File: src/rtl/sample_loader_pkg.sv
// Shared definitions for the ADC frame loader: frame geometry, the complex
// RAM word layout, the loader state encoding and the sample conversion helper.
package sample_loader_pkg;

  localparam int N_LOG2    = 12;
  localparam int FRAME_LEN = 1 << N_LOG2;
  localparam int SAMPLE_W  = 12;

  localparam logic [N_LOG2-1:0] LAST_INDEX = '1;

  // One transform input word: {re, im}, both Q1.15.
  typedef struct packed {
    logic signed [15:0] re;
    logic signed [15:0] im;
  } cplx_t;

  typedef enum logic [1:0] {
    S_IDLE,
    S_FILL,
    S_START,
    S_WAIT_DONE
  } loader_state_t;

  // Offset binary to two's complement is an MSB flip; left-justify into Q1.15.
  function automatic cplx_t to_cplx(input logic [SAMPLE_W-1:0] s);
    cplx_t c;
    c.re = {~s[SAMPLE_W-1], s[SAMPLE_W-2:0], {(16-SAMPLE_W){1'b0}}};
    c.im = '0;
    return c;
  endfunction

endpackage

File: src/rtl/sample_loader_if.sv
// Sample stream, engine handshake and RAM write port of the frame loader.
// slave = the loader itself, master = whatever drives samples / observes RAM.
interface sample_loader_if;
  import sample_loader_pkg::*;

  logic                run;
  logic                sample_valid;
  logic [SAMPLE_W-1:0] sample;
  logic                fft_done;
  logic                sample_ready;
  logic                ram_we;
  logic [N_LOG2-1:0]   ram_addr;
  logic [31:0]         ram_data;
  logic                ram_owner;
  logic                start;
  logic [15:0]         drop_count;

  modport slave (
    input  run, sample_valid, sample, fft_done,
    output sample_ready, ram_we, ram_addr, ram_data, ram_owner, start, drop_count
  );

  modport master (
    output run, sample_valid, sample, fft_done,
    input  sample_ready, ram_we, ram_addr, ram_data, ram_owner, start, drop_count
  );

endinterface

File: src/rtl/sample_loader_bit_reverse.sv
// Combinational bit reversal of a W-bit index, used for DIT-ordered frame
// addressing. Only built when SAMPLE_LOADER_BITREV_EN is defined.
`ifdef SAMPLE_LOADER_BITREV_EN
module bit_reverse #(
  parameter int W = 12
) (
  input  logic [W-1:0] i_data,
  output logic [W-1:0] o_data
);

  genvar gi;
  generate
    for (gi = 0; gi < W; gi++) begin : g_rev
      assign o_data[gi] = i_data[W-1-gi];
    end
  endgenerate

endmodule
`endif

File: src/rtl/sample_loader.sv
// Frame loader: converts offset-binary ADC samples to complex Q1.15 words,
// fills one 2^N_LOG2-point frame into the transform input RAM, pulses start,
// then waits for a rising edge of fft_done before taking the next frame.
// Optional macro SAMPLE_LOADER_BITREV_EN: write addresses are bit-reversed.
module sample_loader
  import sample_loader_pkg::*;
(
  input  logic           i_clk,
  input  logic           i_rst,
  sample_loader_if.slave bus
);

  loader_state_t     r_state;
  loader_state_t     w_state_next;
  logic [N_LOG2-1:0] r_index;
  logic [N_LOG2-1:0] w_addr;
  logic              r_done_prev;
  logic              r_ram_we;
  logic [N_LOG2-1:0] r_ram_addr;
  cplx_t             r_ram_data;
  logic              r_start;
  logic [15:0]       r_drop_count;

  logic w_ready;
  logic w_accept;
  logic w_write;
  logic w_done_rise;
  logic w_drop;

  assign w_ready     = (r_state == S_FILL);
  assign w_accept    = bus.sample_valid & w_ready;
  // A sample taken in the same cycle run falls belongs to a discarded frame.
  assign w_write     = w_accept & bus.run;
  assign w_done_rise = bus.fft_done & ~r_done_prev;
  assign w_drop      = bus.sample_valid & ~w_ready & bus.run & (r_drop_count != 16'hFFFF);

`ifdef SAMPLE_LOADER_BITREV_EN
  bit_reverse #(.W(N_LOG2)) u_bit_reverse (
    .i_data (r_index),
    .o_data (w_addr)
  );
`else
  assign w_addr = r_index;
`endif

  // State register.
  always_ff @(posedge i_clk or posedge i_rst) begin
    if (i_rst) r_state <= S_IDLE;
    else       r_state <= w_state_next;
  end

  // Next-state logic.
  always_comb begin
    w_state_next = r_state;
    case (r_state)
      S_IDLE: begin
        if (bus.run) w_state_next = S_FILL;
      end
      S_FILL: begin
        if (!bus.run)                                 w_state_next = S_IDLE;
        else if (w_write && (r_index == LAST_INDEX))  w_state_next = S_START;
      end
      S_START: begin
        w_state_next = S_WAIT_DONE;
      end
      S_WAIT_DONE: begin
        if (w_done_rise) w_state_next = bus.run ? S_FILL : S_IDLE;
      end
      default: w_state_next = S_IDLE;
    endcase
  end

  // Frame index: zero outside FILL so every fill starts at point 0.
  always_ff @(posedge i_clk or posedge i_rst) begin
    if (i_rst)                  r_index <= '0;
    else if (r_state != S_FILL) r_index <= '0;
    else if (w_write)           r_index <= r_index + {{(N_LOG2-1){1'b0}}, 1'b1};
  end

  // Previous fft_done, so a level already high on WAIT_DONE entry is not an edge.
  always_ff @(posedge i_clk or posedge i_rst) begin
    if (i_rst) r_done_prev <= 1'b0;
    else       r_done_prev <= bus.fft_done;
  end

  // Registered RAM write port: one cycle after each accepted sample.
  always_ff @(posedge i_clk or posedge i_rst) begin
    if (i_rst) begin
      r_ram_we   <= 1'b0;
      r_ram_addr <= '0;
      r_ram_data <= '0;
    end else begin
      r_ram_we <= w_write;
      if (w_write) begin
        r_ram_addr <= w_addr;
        r_ram_data <= to_cplx(bus.sample);
      end
    end
  end

  // Start pulse follows the START state, landing one cycle after the last write.
  always_ff @(posedge i_clk or posedge i_rst) begin
    if (i_rst) r_start <= 1'b0;
    else       r_start <= (r_state == S_START);
  end

  // Saturating count of samples offered while the loader cannot take them.
  always_ff @(posedge i_clk or posedge i_rst) begin
    if (i_rst)       r_drop_count <= '0;
    else if (w_drop) r_drop_count <= r_drop_count + 16'd1;
  end

  assign bus.sample_ready = w_ready;
  assign bus.ram_we       = r_ram_we;
  assign bus.ram_addr     = r_ram_addr;
  assign bus.ram_data     = r_ram_data;
  // Keep the port while filling and through the final registered write.
  assign bus.ram_owner    = w_ready | r_ram_we;
  assign bus.start        = r_start;
  assign bus.drop_count   = r_drop_count;

endmodule

File: src/flat_wrapper.sv
// flat-port wrapper written by rule: the top's interface ports become plain ports
module sample_loader_flat import sample_loader_pkg::*;
  (i_clk, i_rst, bus_run, bus_sample_valid, bus_sample, bus_fft_done, bus_sample_ready, bus_ram_we, bus_ram_addr, bus_ram_data, bus_ram_owner, bus_start, bus_drop_count);
  sample_loader_if bus_i ();
  input  logic i_clk;
  input  logic i_rst;
  input wire logic [$bits(bus_i.run)-1:0] bus_run;
  input wire logic [$bits(bus_i.sample_valid)-1:0] bus_sample_valid;
  input wire logic [$bits(bus_i.sample)-1:0] bus_sample;
  input wire logic [$bits(bus_i.fft_done)-1:0] bus_fft_done;
  output wire logic [$bits(bus_i.sample_ready)-1:0] bus_sample_ready;
  output wire logic [$bits(bus_i.ram_we)-1:0] bus_ram_we;
  output wire logic [$bits(bus_i.ram_addr)-1:0] bus_ram_addr;
  output wire logic [$bits(bus_i.ram_data)-1:0] bus_ram_data;
  output wire logic [$bits(bus_i.ram_owner)-1:0] bus_ram_owner;
  output wire logic [$bits(bus_i.start)-1:0] bus_start;
  output wire logic [$bits(bus_i.drop_count)-1:0] bus_drop_count;
  assign bus_i.run = bus_run;
  assign bus_i.sample_valid = bus_sample_valid;
  assign bus_i.sample = bus_sample;
  assign bus_i.fft_done = bus_fft_done;
  assign bus_sample_ready = bus_i.sample_ready;
  assign bus_ram_we = bus_i.ram_we;
  assign bus_ram_addr = bus_i.ram_addr;
  assign bus_ram_data = bus_i.ram_data;
  assign bus_ram_owner = bus_i.ram_owner;
  assign bus_start = bus_i.start;
  assign bus_drop_count = bus_i.drop_count;
  sample_loader u_core (.i_clk(i_clk), .i_rst(i_rst), .bus(bus_i));
endmodule
File: config.mk
export PLATFORM = sky130hd
export DESIGN_NAME = sample_loader_flat
export DESIGN_NICKNAME = d
export VERILOG_FILES = /design/src/rtl/sample_loader_pkg.sv /design/src/rtl/sample_loader_if.sv /design/src/rtl/sample_loader_bit_reverse.sv /design/src/rtl/sample_loader.sv /design/src/flat_wrapper.sv
export SDC_FILE = /design/constraint.sdc
export NUM_CORES = 1
export LEC_CHECK = 0
export CORE_ASPECT_RATIO = 1.75
export CORE_MARGIN = 8
export CORE_UTILIZATION = 42
export CTS_CLUSTER_DIAMETER = 30
export DETAILED_ROUTE_END_ITERATION = 10
export GPL_ROUTABILITY_DRIVEN = 0
export GPL_TIMING_DRIVEN = 0
export HOLD_SLACK_MARGIN = 0.08
export PLACE_DENSITY = 0.77
export REMOVE_ABC_BUFFERS = 1
export SYNTH_ARGS = -nofsm -noshare
export SYNTH_HDL_FRONTEND = slang
export SYNTH_HIERARCHICAL = 1
export SYNTH_SLANG_ARGS = --single-unit
File: constraint.sdc
create_clock -name i_clk -period 1.8 [get_ports i_clk]
set_input_delay 0.18 -clock i_clk [delete_from_list [all_inputs] [get_ports i_clk]]
set_output_delay 0.18 -clock i_clk [all_outputs]
set_load 0.01 [all_outputs]
# Yosys cells after proc, flatten, opt, wreduce, memory -nomap -nowiden

Cells that the tools add are included.

Add/subtract/negate cells: 2
Equality and inequality tests: 9
Multiplexer cells: 8
Bitwise operators: 10
Reductions and logical operators: 4

Operators by type and width:

| kind                  | count |
|---|---|
| $mux 12               | 2 |
| $add 16x1->16 const B | 1 |
| $ne 16x16->1 const B  | 1 |
| $add 12x1->12 const B | 1 |
| $eq 12x12->1 const B  | 1 |
| $mux 2                | 4 |
| $pmux 2 s4            | 1 |
| $and 1x1->1           | 6 |
| $eq 2x2->1 const B    | 2 |
| $ne 2x1->1 const B    | 2 |
| $ne 3x3->1 const B    | 1 |
| $not 1->1             | 3 |
| $reduce_and 3->1      | 1 |
| $eq 2x1->1 const B    | 1 |
| $logic_not 2->1       | 1 |
| $ne 2x2->1 const B    | 1 |
| $reduce_bool 2->1     | 1 |
| $logic_and 1x1->1     | 1 |
| $mux 1                | 1 |
| $or 1x1->1            | 1 |

Bits in registers: 57
Word-level logic and storage cells: 41

# Longest topological paths before layout

Depth in word-level cells: 7
Depth in mapped cells: 6
Gate-level depth less buffers: 5

# Least setup slack after synthesis

Ideal clock, no wire load.

Path kind: flip-flop to flip-flop
Start point: register u_core.r_index[0]
End point: register u_core.r_index[10]
Setup time: 0.078 ns
Arrival: 1.659 ns
Required time: 1.722 ns
Slack: 0.062 ns
Cell stages (with the launch flop): 6
Path buffers: 0
Cells stage by stage: dfrtp_1 > ha_1 > nand3_1 > or4_4 > or3_1 > a21oi_1

Word-level cells in the longest chain between the ends: 3

Ends and longest elaborated chain:

| what                     | RTL line            | RTL |
|---|---|---|
| start: declaration       | sample_loader.sv:15 | `logic [N_LOG2-1:0] r_index;` |
| start signal: assignment | sample_loader.sv:77 | `else if (w_write) r_index <= r_index + {{(N_LOG2-1){1'b0}}, 1'b1};` |
| $add 12x1->12            | sample_loader.sv:77 |  |
| $mux 12                  | sample_loader.sv:77 |  |
| $mux 12                  | sample_loader.sv:76 | `else if (r_state != S_FILL) r_index <= '0;` |

Every way passes these cells. The select of a mux whose other input is x is not followed.
A chain may end at the register's enable or synchronous reset.

# Final worst setup path

Start point: register u_core.r_index[1]
End point: register u_core.r_index[10]

Same word-level chain as after synthesis.

==> flow_summary.toml <==
[run_status]
status = "completed"

[timing]
clock_skew_ns = 0.00578
rsz0062_at_grt = "true"
tightest_slew_ns = 0.712
finalSetupViolCount = 0
min_period_ns = 1.80
hold_violations = 0
max_freq_ghz = 0.557
period_share_pct = 99.7
slew_violations = 0
max_slew_margin_pct = 52.3

[route]
first_pass_iters = 4
final_antenna_net_count = 0
via_per_inst = 4.95
drt-initial-drc-count = 111
wl_per_cell_um = 14.6
drt_wl_total_mm = 6.21
num_vias = 2097
drc = 0

[die]
die_h_um = 120
std_cell_rows = 38
die_x_um = 75.4
core_um2 = 6090
die_area_um2 = 9050
num_io_pins = 81
initial_core_util_pct = 42.6

[clock_tree]
cts_sinks = 57
cts_buffer_depth = 2
cts-root-buf = "clkbuf_8"
numCtsBuffers = 9
clk-insertion-delay-late_ns = 0.33
clk_pin_slew_ns = 0.06
htree_num_levels = 3
cts_tree = "done"

[placement]
port_buffers = 60
dpl_cell_area_um2 = 3200
post-dp-hpwl_mm = 4.27
dp_cells = 397

[flow_run]
max_cap_viol_count = 0

[setup_path]
endpoint_kind = "register"
crit_fanout = 5
critPathArrivalTime_ns = 2.06
critical_path_class = "reg2reg"
cp_cell_sequence = "ha_2 > nand3_2 > or4_4 > or3_1 > a21oi_2"
worst_ep_required_time_ns = 2.06
critPathLaunchType = "register"
crit_slowest_cell = "or4_4"
max_stage_delay_ns = 0.60

[synthesis]
ys_ff_latch = 57
syn-cell-area_um2 = 2590
yosysUniqueCellTypes = 32
syn-instance-count = 266
postSynthAreaPerCell_um2 = 9.75
synth.yosys.warnings = 6
ys_seq_area_share_pct = 55.0

[layout]
antenna_cells = 0
fillCellCount = 557
syn_to_final_growth_pct = 38.2
stdcell_area_um2 = 3580
layout-drive-gt1-share_pct = 12.2
final_nets = 358
instances_no_fill = 424

[power]
power.total_mw = 3.34
cellPowerDensity_nw_per_um2 = 932
vdd_drop_max_v = 0.000408
p_leak_nw = 1.66

[hold_path]
hp-class = "in2async"

[global_routing]
grt_start_max_net_pins = 34
grt-ovfl-total = 0
grt_pass1_vias = 2168
antenna_found_initial = 0
grt_pass1_wl_mm = 9.92
gr-usage-all-layers_pct = 14.2
[worst paths after layout]
kind                                      endpoint  cells after the start  slack [ns]                     from
max in group asynchronous  u_core/bus.ram_data[28]                      3        1.01                    i_rst
setup reg to reg                u_core/r_index[10]                      5       0.005        u_core/r_index[1]
hold reg to reg            u_core/bus.ram_data[28]                      2        0.48  u_core/bus.ram_data[28]
min in group i_clk              u_core/r_done_prev                      1        0.32             bus_fft_done
setup / recovery                u_core/r_index[10]                      5       0.005        u_core/r_index[1]
hold / removal             u_core/bus.ram_data[20]                      2        0.22                    i_rst
[layer usage]
metal | vias to the layer above | part of all wire [%] | global-route usage [%]
met5 | - | 0 | 0
met4 | 0 | 1.8 | 7.75
met1 | 1018 | 39 | 14.8
li1 | 997 | - | -
met3 | 11 | 8.7 | 4.26
met2 | 71 | 51 | 24.0
[per-stage QoR]
stage	setup slack, ns	hold WS [ns]	TNS, ns	util, %
floorplan	-0.592	0.211	-5.03	-
global placement	-1.39	0.457	-83.55	52.3
detailed placement	-1.47	0.464	-41.25	52.6
CTS	0.00292	0.214	0	58.1
global route	-0.0303	0.264	-0.0599	58.9
finish	0.00475	0.216	0	58.9
[sequential cells by signal (all words and copies together), names as in the netlist, named ones only]
| name | count |
|---|---|
| u_core/bus.ram_we | 1 |
| u_core/bus.drop_count | 16 |
| u_core/r_state | 1 |
| u_core/bus.start | 1 |
| u_core/bus.ram_addr | 12 |
| u_core/bus.ram_data | 12 |
| u_core/r_index | 12 |
| u_core/r_done_prev | 1 |
[report_power, final]
| group | total, mW | switching (mW) | leakage [nW] | internal, mW |
|---|---|---|---|---|
| registers | 1.48 | 0.0936 | 0.764 | 1.39 |
| clock network | 1.30 | 0.476 | 0.116 | 0.829 |
| logic | 0.554 | 0.251 | 0.779 | 0.302 |
| total | 3.34 | 0.821 | 1.66 | 2.52 |
[cells in the mapped netlist]
master / count / area, um^2
and3_1: 6 / 37.5
or4_4: 1 / 11.3
a31o_2: 2 / 17.5
mux2_2: 1 / 11.3
nand2b_1: 2 / 12.5
buf_4: 20 / 150
xor2_1: 3 / 26.3
and4_1: 3 / 26.3
conb_1: 1 / 3.75
nand4_1: 6 / 37.5
ha_1: 2 / 25.0
and2_1: 2 / 12.5
nor4_1: 1 / 6.26
a21oi_1: 7 / 35.0
clkbuf_1: 7 / 26.3
inv_1: 6 / 22.5
xnor2_1: 18 / 158
nor2b_1: 1 / 6.26
nand4_2: 1 / 12.5
o2111ai_1: 3 / 26.3
o21ai_0: 10 / 50.1
or3_1: 3 / 18.8
o211ai_1: 5 / 37.5
buf_1: 1 / 3.75
dfrtp_1: 57 / 1430
nor2_1: 9 / 33.8
nor4b_2: 1 / 15.0
buf_2: 1 / 5.00
nor3_1: 3 / 15.0
nand4b_1: 1 / 8.76
nand2_1: 76 / 285
nand3_1: 6 / 30.0
[worst max-delay path: cells and delay by family (launching register included)]
family          cells  cell delay (ns)
simple gates        3             1.06
flops               1             0.36
fa+ha+maj           1             0.20
compound gates      1             0.11
[cell families after synthesis]
family                     synth area share (%)
muxes                                     0.434
DFF                                        55.0
and+or+nand+nor                            21.9
xor gates and xnor gates                   7.09
buffers and inverters                      8.01
adders and majority gates                 0.965
AOI/OAI and AO/OA                          6.42
other                                     0.145
[layout by cell type, fill, tap and decap left out, drive strengths merged, types with 5 or more instances in the layout]
master,n
and3,6
nand4,7
clkdlybuf4s50,59
nor2,9
dfrtp,57
o211ai,5
nand2,76
conb,20
inv,6
buf,11
nand3,6
o21ai,10
xnor2,18
a21oi,7
clkbuf,15
[cell type report]
type | instances | area [um^2] | area share (%)
Timing Repair Buffer | 71 | 694 | 19.4
Multi-Input combinational cell | 194 | 1110 | 31.0
Inverter | 6 | 25.0 | 0.698
Clock inverter | 1 | 30.0 | 0.838
Tap cell | 80 | 100 | 2.79
Clock buffer | 15 | 196 | 5.48
Sequential cell | 57 | 1430 | 39.8
[what timing repair did]
item,in CTS,in global routing
resized for setup,10,7
buffers inserted,7,3
hold buffers,0,0
pin swaps,1,5
setup endpoints to repair,41,4
cloned,1,0
Note: power is estimated with default switching activity, not from simulation.
